<file path="src/rtl/riscv_pkg.sv">
// riscv_pkg: shared RV32I fetch constants and the fetch buffer entry type
package riscv_pkg;
  localparam int XLEN = 32;
  localparam logic [XLEN-1:0] NOP_INSTR = 32'h0000_0013;
  typedef struct packed {
    logic [XLEN-1:0] pc;
    logic [XLEN-1:0] instr;
  } fetch_entry_t;
endpackage

</file>
<file path="src/rtl/fetch_buffer.sv">
// fetch_buffer: synchronous FIFO of fetch entries (push/pop/flush; count, head, full, empty)
module fetch_buffer import riscv_pkg::*; #(
  parameter int DEPTH = 2,
  localparam int CW = $clog2(DEPTH + 1),
  localparam int AW = $clog2(DEPTH)
) (
  input  logic         clk,
  input  logic         rst,
  input  logic         push,
  input  logic         pop,
  input  logic         flush,
  input  fetch_entry_t din,
  output fetch_entry_t head,
  output logic [CW-1:0] count,
  output logic         full,
  output logic         empty
);
  fetch_entry_t mem [DEPTH];
  logic [AW-1:0] rd_ptr, wr_ptr;
  logic do_push, do_pop;
  assign full = count == CW'(DEPTH);
  assign empty = count == '0;
  assign do_pop = pop && !empty;
  assign do_push = push && (!full || do_pop);
  assign head = mem[rd_ptr];
  always_ff @(posedge clk) begin
    if (rst || flush) begin
      rd_ptr <= '0;
      wr_ptr <= '0;
      count <= '0;
    end else begin
      if (do_push) begin
        mem[wr_ptr] <= din;
        wr_ptr <= wr_ptr + 1'b1;
      end
      if (do_pop) rd_ptr <= rd_ptr + 1'b1;
      count <= count + CW'(do_push) - CW'(do_pop);
    end
  end
endmodule

</file>
<file path="src/rtl/fetch_unit.sv">
// fetch_unit: RV32I fetch front end feeding decode from a 1-cycle-latency imem via a small buffer
module fetch_unit import riscv_pkg::*; #(
  parameter logic [31:0] RESET_PC = 32'h0000_0000,
  parameter int BUF_DEPTH = 2,
  parameter int XLEN = riscv_pkg::XLEN
) (
  input  logic            clk,
  input  logic            rst,
  output logic [XLEN-1:0] imem_addr,
  output logic            imem_req,
  input  logic [XLEN-1:0] imem_rdata,
  output logic [XLEN-1:0] PC,
  output logic [XLEN-1:0] instruction,
  output logic            instr_valid,
  input  logic            instr_ready,
  input  logic            redirect,
  input  logic [XLEN-1:0] redirect_pc
);
  localparam int CW = $clog2(BUF_DEPTH + 1);
  logic [XLEN-1:0] fetch_pc, inflight_pc;
  logic inflight, pop, empty, buf_full_unused;
  logic [CW-1:0] count;
  fetch_entry_t head;
  assign pop = instr_valid && instr_ready;
  assign imem_req = !rst && !redirect &&
                    (32'(count) + 32'(inflight) - 32'(pop) < 32'(BUF_DEPTH));
  assign imem_addr = fetch_pc;
  assign instr_valid = !empty;
  assign PC = empty ? '0 : head.pc;
  assign instruction = empty ? NOP_INSTR : head.instr;
  always_ff @(posedge clk) begin
    if (rst) begin
      fetch_pc <= RESET_PC;
      inflight <= 1'b0;
      inflight_pc <= '0;
    end else if (redirect) begin
      fetch_pc <= {redirect_pc[XLEN-1:2], 2'b00};
      inflight <= 1'b0;
    end else begin
      inflight <= imem_req;
      if (imem_req) begin
        fetch_pc <= fetch_pc + 32'd4;
        inflight_pc <= fetch_pc;
      end
    end
  end
  fetch_buffer #(.DEPTH(BUF_DEPTH)) u_buf (
    .clk   (clk),
    .rst   (rst),
    .push  (inflight && !redirect),
    .pop   (pop),
    .flush (redirect),
    .din   ('{pc: inflight_pc, instr: imem_rdata}),
    .head  (head),
    .count (count),
    .full  (buf_full_unused),
    .empty (empty)
  );
endmodule
</file>
<file path="config.mk">
export PLATFORM = sky130hd
export DESIGN_NAME = fetch_unit
export DESIGN_NICKNAME = d
export VERILOG_FILES = /design/src/rtl/riscv_pkg.sv /design/src/rtl/fetch_buffer.sv /design/src/rtl/fetch_unit.sv
export SDC_FILE = /design/constraint.sdc
export NUM_CORES = 1
export LEC_CHECK = 0
export ABC_CLOCK_PERIOD_IN_PS = 9500
export CAP_MARGIN = 20
export CORE_MARGIN = 4
export CORE_UTILIZATION = 41
export CTS_CLUSTER_DIAMETER = 40
export DETAILED_ROUTE_END_ITERATION = 12
export GPL_ROUTABILITY_DRIVEN = 0
export PLACE_DENSITY = 0.66
export SYNTH_ARGS = -nofsm -noshare
export SYNTH_HDL_FRONTEND = slang
export SYNTH_HIERARCHICAL = 1
export SYNTH_SLANG_ARGS = --single-unit
</file>
<file path="constraint.sdc">
create_clock -name clk -period 9.5 [get_ports clk]
set_clock_uncertainty 0.2 [all_clocks]
set_input_delay 1.9 -clock clk [delete_from_list [all_inputs] [get_ports clk]]
set_output_delay 1.9 -clock clk [all_outputs]
set_load 0.02 [all_outputs]
</file>
## Word-level counts from Yosys, hierarchy flattened

Memory sizes are Yosys's and may differ from the RTL's. A register that Yosys moved wholly into a read port is not among the register bits.
Cells that the tools add are included.

| storage, ports and cells | value |
|---|---|
| register bits after elaboration | 69 |
| memory bits (writable) | 128 |
| input bits | 68 |
| output and inout bits | 98 |
| memories | 1 |

| cells by class | value |
|---|---|
| add/subtract/negate cells | 7 |
| $lt $le $gt $ge | 1 |
| equal/unequal tests | 1 |
| mux-type cells | 9 |
| bitwise operators | 1 |
| reduce and logical (&&, ||, !) cells | 16 |

Memories:

| memory | words | bits a word | read ports | clocked after memory_dff | wr ports | RTL line | RTL |
|---|---|---|---|---|---|---|---|
| u_buf.mem | 2 | 64 | 1 | 1 | 1 | fetch_buffer.sv:18 | `fetch_entry_t mem [DEPTH];` |

Operator list:

| operator | count |
|---|---|
| 32-bit two-way mux | 4 |
| 32-bit by 3-bit adder with 32-bit output, second input constant | 1 |
| 32-bit by 2-bit < comparator with 1-bit output, second input constant | 1 |
| 1-bit logical AND | 6 |
| 1-bit two-way mux | 5 |
| 1-bit logical NOT | 4 |
| 3-bit by 1-bit subtractor with 4-bit output | 1 |
| 2-bit by 1-bit adder with 3-bit output | 1 |
| 1-bit adder, second input constant | 2 |
| 2-bit by 1-bit adder with 2-bit output | 1 |
| 2-bit == test, second input constant | 1 |
| 2-bit logical NOT | 1 |
| 1-bit logical OR | 2 |
| 2-bit AND reduction | 1 |
| 2-bit nonzero test | 1 |
| 2-bit OR reduction | 1 |
| 2-bit by 1-bit subtractor with 2-bit output | 1 |
| 1-bit inverter | 1 |

## Depth between registers and ports, before layout

| logic depth | value |
|---|---|
| depth after elaboration | 9 |
| gate-level depth with buffers | 13 |

## Cells and area by module

Netlist, hierarchy kept.

By module, submodules not included:

| module | times used | cells an instance | area each (sq um) | sequential area each (sq um) |
|---|---|---|---|---|
| fetch_buffer | 1 | 229 | 4849.7 | 3943.8 |
| fetch_unit | 1 | 441 | 3368.2 | 1221.2 |

## Least setup slack after synthesis

Ideal clock, no wire load.

| path | value |
|---|---|
| kind | input to register |
| from | in redirect |
| to | mem u_buf/mem[1][0] (netlist name) (enable) |
| data arrival time | 9.228 ns |
| data required time | 8.635 ns |
| path slack | -0.593 ns |
| stages on the path | 4 |
| cells stage by stage | clkbuf_1 nor2b_1 o21ai_0 nor4b_1 |

| between the ends | value |
|---|---|
| longest elaborated chain between the ends | 6 |
| elaborated cells between the ends (all ways) | 7 |
| those cells by class | mux: 3; reduce/logical: 4 |

RTL lines:

| item | RTL line | RTL |
|---|---|---|
| start, declared | fetch_unit.sv:16 | `input logic redirect,` |
| 1-bit logical NOT | fetch_unit.sv:50 | `.push (inflight && !redirect),` |
| 1-bit logical AND | fetch_unit.sv:50 |  |
| 1-bit logical AND | fetch_buffer.sv:24 | `assign do_push = push && (!full \|\| do_pop);` |
| 1-bit two-way mux | fetch_buffer.sv:32 | `if (do_push) begin` |
| 1-bit two-way mux (*) | fetch_buffer.sv:27 | `if (rst \|\| flush) begin` |
| 1-bit two-way mux (not written as such) (*) | fetch_buffer.sv:33 | `mem[wr_ptr] <= din;` |
| end, declared | fetch_buffer.sv:18 |  |

Mark *: on every way between the ends. The rest lies on a longest branch, timed or not.

## Worst setup path in the final report

| path | value |
|---|---|
| from | in instr_ready |
| to | out imem_req |

| between the ends | value |
|---|---|
| longest elaborated chain between the ends | 4 |

RTL lines:

| item | RTL line | RTL |
|---|---|---|
| start, declared | fetch_unit.sv:15 | `input logic instr_ready,` |
| 1-bit logical AND | fetch_unit.sv:24 | `assign pop = instr_valid && instr_ready;` |
| via pop | fetch_unit.sv:21 | `logic inflight, pop, empty, buf_full_unused;` |
| 3-bit by 1-bit subtractor with 4-bit output | fetch_unit.sv:26 | `(32'(count) + 32'(inflight) - 32'(pop) < 32'(BUF_DEPTH));` |
| 32-bit by 2-bit < comparator with 1-bit output | fetch_unit.sv:26 |  |
| 1-bit logical AND | fetch_unit.sv:25 | `assign imem_req = !rst && !redirect &&` |
| end, declared | fetch_unit.sv:10 | `output logic imem_req,` |

The timed path passes the listed nets, and every way through them passes these cells.

==> impl_metrics.prom <==
# TYPE chip_impl_metric gauge
chip_impl_metric{name="grt_remaining_overflow",unit=""} 0
chip_impl_metric{name="timing_worst_slew_pin_value",unit="ps"} 913
chip_impl_metric{name="drc_violations_left",unit=""} 0
chip_impl_metric{name="routed_via_density",unit=""} 5.24
chip_impl_metric{name="grt.met1_usage",unit="%"} 23.5
chip_impl_metric{name="slew_margin_rel",unit="%"} 39.1
chip_impl_metric{name="areaGrowthSynthToFinish",unit="%"} 29.4
chip_impl_metric{name="first_pass_iters",unit=""} 6
chip_impl_metric{name="total_die_area",unit="mm2"} 0.0224
chip_impl_metric{name="synth_area",unit="mm2"} 0.00821
chip_impl_metric{name="netlist_instances",unit=""} 669
chip_impl_metric{name="fin_tns_setup",unit="ps"} 0
chip_impl_metric{name="yosysWarningCount",unit=""} 6
chip_impl_info{name="worstHoldPathType",value="flop to flop"} 1
chip_impl_metric{name="setup_slack_on_the_worst_flop_to_flop_path",unit="ps"} 5520
chip_impl_metric{name="worstRegToRegCells",unit=""} 11
chip_impl_metric{name="antenna_cells",unit=""} 0
chip_impl_metric{name="grt_first_pass_wirelength",unit="um"} 31000
chip_impl_metric{name="grt_start_max_net_pins",unit=""} 66
chip_impl_metric{name="cp_data_required_time",unit="ps"} 7400
chip_impl_metric{name="wl",unit="um"} 19300
chip_impl_metric{name="cap_violations",unit=""} 0
chip_impl_metric{name="worstPathArrival",unit="ps"} 5130
chip_impl_metric{name="antenna_violations_before_repair",unit=""} 0
chip_impl_metric{name="grt_util_all_layers",unit="%"} 17.4
chip_impl_metric{name="chipHeight",unit="um"} 150
chip_impl_metric{name="power_per_cell_area",unit="mW/mm2"} 161
chip_impl_metric{name="coreArea",unit="mm2"} 0.0196
chip_impl_metric{name="cts_inserted_buffers",unit=""} 17
chip_impl_metric{name="min_delay_path_depth",unit=""} 0
chip_impl_info{name="criticalPathCategory",value="input port to output pin"} 1
chip_impl_metric{name="design.final.nets",unit=""} 895
chip_impl_info{name="crit_path_start_kind",value="input port"} 1
chip_impl_metric{name="p_leak",unit="nW"} 3.55
chip_impl_metric{name="first_iter_violations",unit=""} 382
chip_impl_metric{name="final_period_minus_worst_setup_slack",unit="ps"} 7230
chip_impl_metric{name="final-setup-viol-count",unit=""} 0
chip_impl_metric{name="boundaryPins",unit=""} 166
chip_impl_metric{name="clkTransAtPathRegs",unit="ps"} 70
chip_impl_metric{name="dpl.hpwl",unit="um"} 12400
chip_impl_metric{name="report.power.total",unit="mW"} 1.72
chip_impl_metric{name="initial_utilization",unit="%"} 41.9
chip_impl_metric{name="numClockSinks",unit=""} 194
chip_impl_info{name="crit_path_end_kind",value="output pin"} 1
chip_impl_metric{name="worst_path_maximum_fanout",unit=""} 8
chip_impl_metric{name="std_cell_rows",unit=""} 51
chip_impl_metric{name="timing_max_transition_violations_final",unit=""} 0
chip_impl_metric{name="final_hold_vios",unit=""} 0
chip_impl_metric{name="final.fill_count",unit=""} 1697
chip_impl_metric{name="drtAntennaViolNets",unit=""} 0
chip_impl_metric{name="clock_tree.htree_level_count",unit=""} 4
chip_impl_metric{name="cts_buffer_depth",unit=""} 2
chip_impl_info{name="clockRootBuffer",value="sky130_fd_sc_hd__clkbuf_16"} 1
chip_impl_metric{name="routed_wire_length_per_instance",unit="um"} 17.5
chip_impl_info{name="crit-reg2reg-capture",value="imem_addr[24]$_SDFFE_PP0P_"} 1
chip_impl_metric{name="first_global_vias",unit=""} 5925
chip_impl_metric{name="met2_usage",unit="%"} 28.2
chip_impl_metric{name="die_width",unit="um"} 150
chip_impl_metric{name="vias",unit=""} 5776
chip_impl_metric{name="postSynthAreaPerCell",unit="um2"} 12.3
chip_impl_info{name="worst_hold_startpoint",value="inflight_pc[21]$_SDFFE_PP0P_"} 1
chip_impl_metric{name="final_layout_size_suffix_gt1_share",unit="%"} 14.6
chip_impl_metric{name="cts.repair_timing.setup_buffer_count",unit=""} 0
chip_impl_info{name="crit-reg2reg-launch",value="u_buf/count[1]$_SDFF_PP0_"} 1
chip_impl_metric{name="final-seq-area",unit="mm2"} 0.00517
chip_impl_metric{name="ir_worst_vdd",unit="mV"} 0.121
chip_impl_metric{name="cts_hold_repair.buffers",unit=""} 0
chip_impl_info{name="status",value="finished, final reports clean"} 1
chip_impl_metric{name="clock_insertion_delay_worst_skew",unit="ps"} 430
chip_impl_metric{name="finalCritPeriodShare",unit="%"} 76.1
chip_impl_info{name="min_to",value="u_buf/mem[1][53]$_DFFE_PP_"} 1
chip_impl_metric{name="max_freq",unit="MHz"} 138
chip_impl_info{name="tritoncts",value="built"} 1
chip_impl_info{name="grt_setup_unrepaired",value="no"} 1
chip_impl_info{name="top_usage_layer",value="met2"} 1
chip_impl_metric{name="groute.layer.met3.usage",unit="%"} 4.51
chip_impl_metric{name="portBuffers",unit=""} 161
chip_impl_metric{name="multiInputGateArea",unit="mm2"} 0.00286
chip_impl_metric{name="postCtsResizedCells",unit=""} 0
==> layer usage <==
layer	part of all wire [%]	routed length, um	up-vias
met4	0.96	186	0
met5	0	0	-
met3	7.5	1450	16
met2	47	9160	232
met1	44	8520	2791
li1	-	-	2737
==> worst max-delay path, cell delays in order <==
cell and delay, ps:
sky130_fd_sc_hd__clkdlybuf4s50_1 470, sky130_fd_sc_hd__nor2b_1 470, sky130_fd_sc_hd__nand2b_1 160, sky130_fd_sc_hd__a21boi_0 260, sky130_fd_sc_hd__fa_1 520, sky130_fd_sc_hd__nor4_4 500
sky130_fd_sc_hd__nand2_2 110, sky130_fd_sc_hd__inv_1 110, sky130_fd_sc_hd__clkdlybuf4s50_1 610
==> cell type report <==
type / instances / share of cell area (%)
sequential: 194 / 48.6
multi-input combinational: 431 / 26.9
timing repair buffer: 169 / 15.7
clock buffer: 18 / 4.13
tap: 265 / 3.12
clock inverter: 14 / 1.14
inverter: 11 / 0.388
==> layout by cell type, fill, tap and decap left out, types with 3 or more instances in the layout <==
cell	n
sky130_fd_sc_hd__o311ai_1	4
sky130_fd_sc_hd__nor2_1	12
sky130_fd_sc_hd__mux2i_1	5
sky130_fd_sc_hd__or3_1	9
sky130_fd_sc_hd__conb_1	6
sky130_fd_sc_hd__and2_1	3
sky130_fd_sc_hd__clkinvlp_4	3
sky130_fd_sc_hd__nor2b_1	63
sky130_fd_sc_hd__o211ai_1	6
sky130_fd_sc_hd__a21oi_1	40
sky130_fd_sc_hd__edfxtp_1	128
sky130_fd_sc_hd__a22oi_1	4
sky130_fd_sc_hd__and3_1	8
sky130_fd_sc_hd__nor4_1	4
sky130_fd_sc_hd__inv_6	3
sky130_fd_sc_hd__dfxtp_1	65
sky130_fd_sc_hd__inv_1	11
sky130_fd_sc_hd__nor3_1	13
sky130_fd_sc_hd__clkbuf_16	17
sky130_fd_sc_hd__mux2_2	64
sky130_fd_sc_hd__xnor2_1	3
sky130_fd_sc_hd__xor2_1	4
sky130_fd_sc_hd__inv_8	4
sky130_fd_sc_hd__nand4_1	3
sky130_fd_sc_hd__a32oi_1	3
sky130_fd_sc_hd__a31oi_1	13
sky130_fd_sc_hd__or2_2	5
sky130_fd_sc_hd__nand2b_1	3
sky130_fd_sc_hd__nand2_1	89
sky130_fd_sc_hd__o21ai_0	10
sky130_fd_sc_hd__buf_4	8
sky130_fd_sc_hd__clkdlybuf4s50_1	160
sky130_fd_sc_hd__nand3_1	18
==> sequential cells by signal (all words and copies together), names as in the netlist, named ones only <==
| name | cells |
|---|---|
| u_buf/mem | 128 |
| u_buf/wr_ptr | 1 |
| u_buf/rd_ptr | 1 |
| imem_addr | 30 |
| inflight_pc | 30 |
| inflight | 1 |
| u_buf/count | 2 |
==> metrics by stage <==
step | setup WS [ps] | hold slack, ps | instance area [um2] | util, % | std cells
2_1_floorplan | 2610 | 225 | 8240 | - | 674
3_3_place_gp | 2440 | 232 | 10100 | 51.4 | 1070
3_5_place_dp | 2360 | 242 | 10100 | 51.4 | 1070
4_1_cts | 2340 | 259 | 10600 | 54.3 | 1102
5_1_grt | 2030 | 279 | 10600 | 54.3 | 1102
6_report | 2270 | 256 | 10600 | 54.3 | 1102
==> report_power, final <==
part           switching [mW]  leakage [nW]  internal (mW)
Clock                   0.328         0.271          0.352
Sequential             0.0185          1.78          0.910
Combinational          0.0542          1.49         0.0541
==> worst max path at each step <==
stage                      startpoint                        end  slack, ps
after detailed placement  instr_ready                   imem_req       2360
final                     instr_ready                   imem_req       2270
after global placement    instr_ready                   imem_req       2440
after global routing      instr_ready                   imem_req       2030
after CTS                 instr_ready                   imem_req       2340
after floorplan              redirect  u_buf/mem[1][0]$_DFFE_PP_       2610
Power figures use the tool's default switching activity.
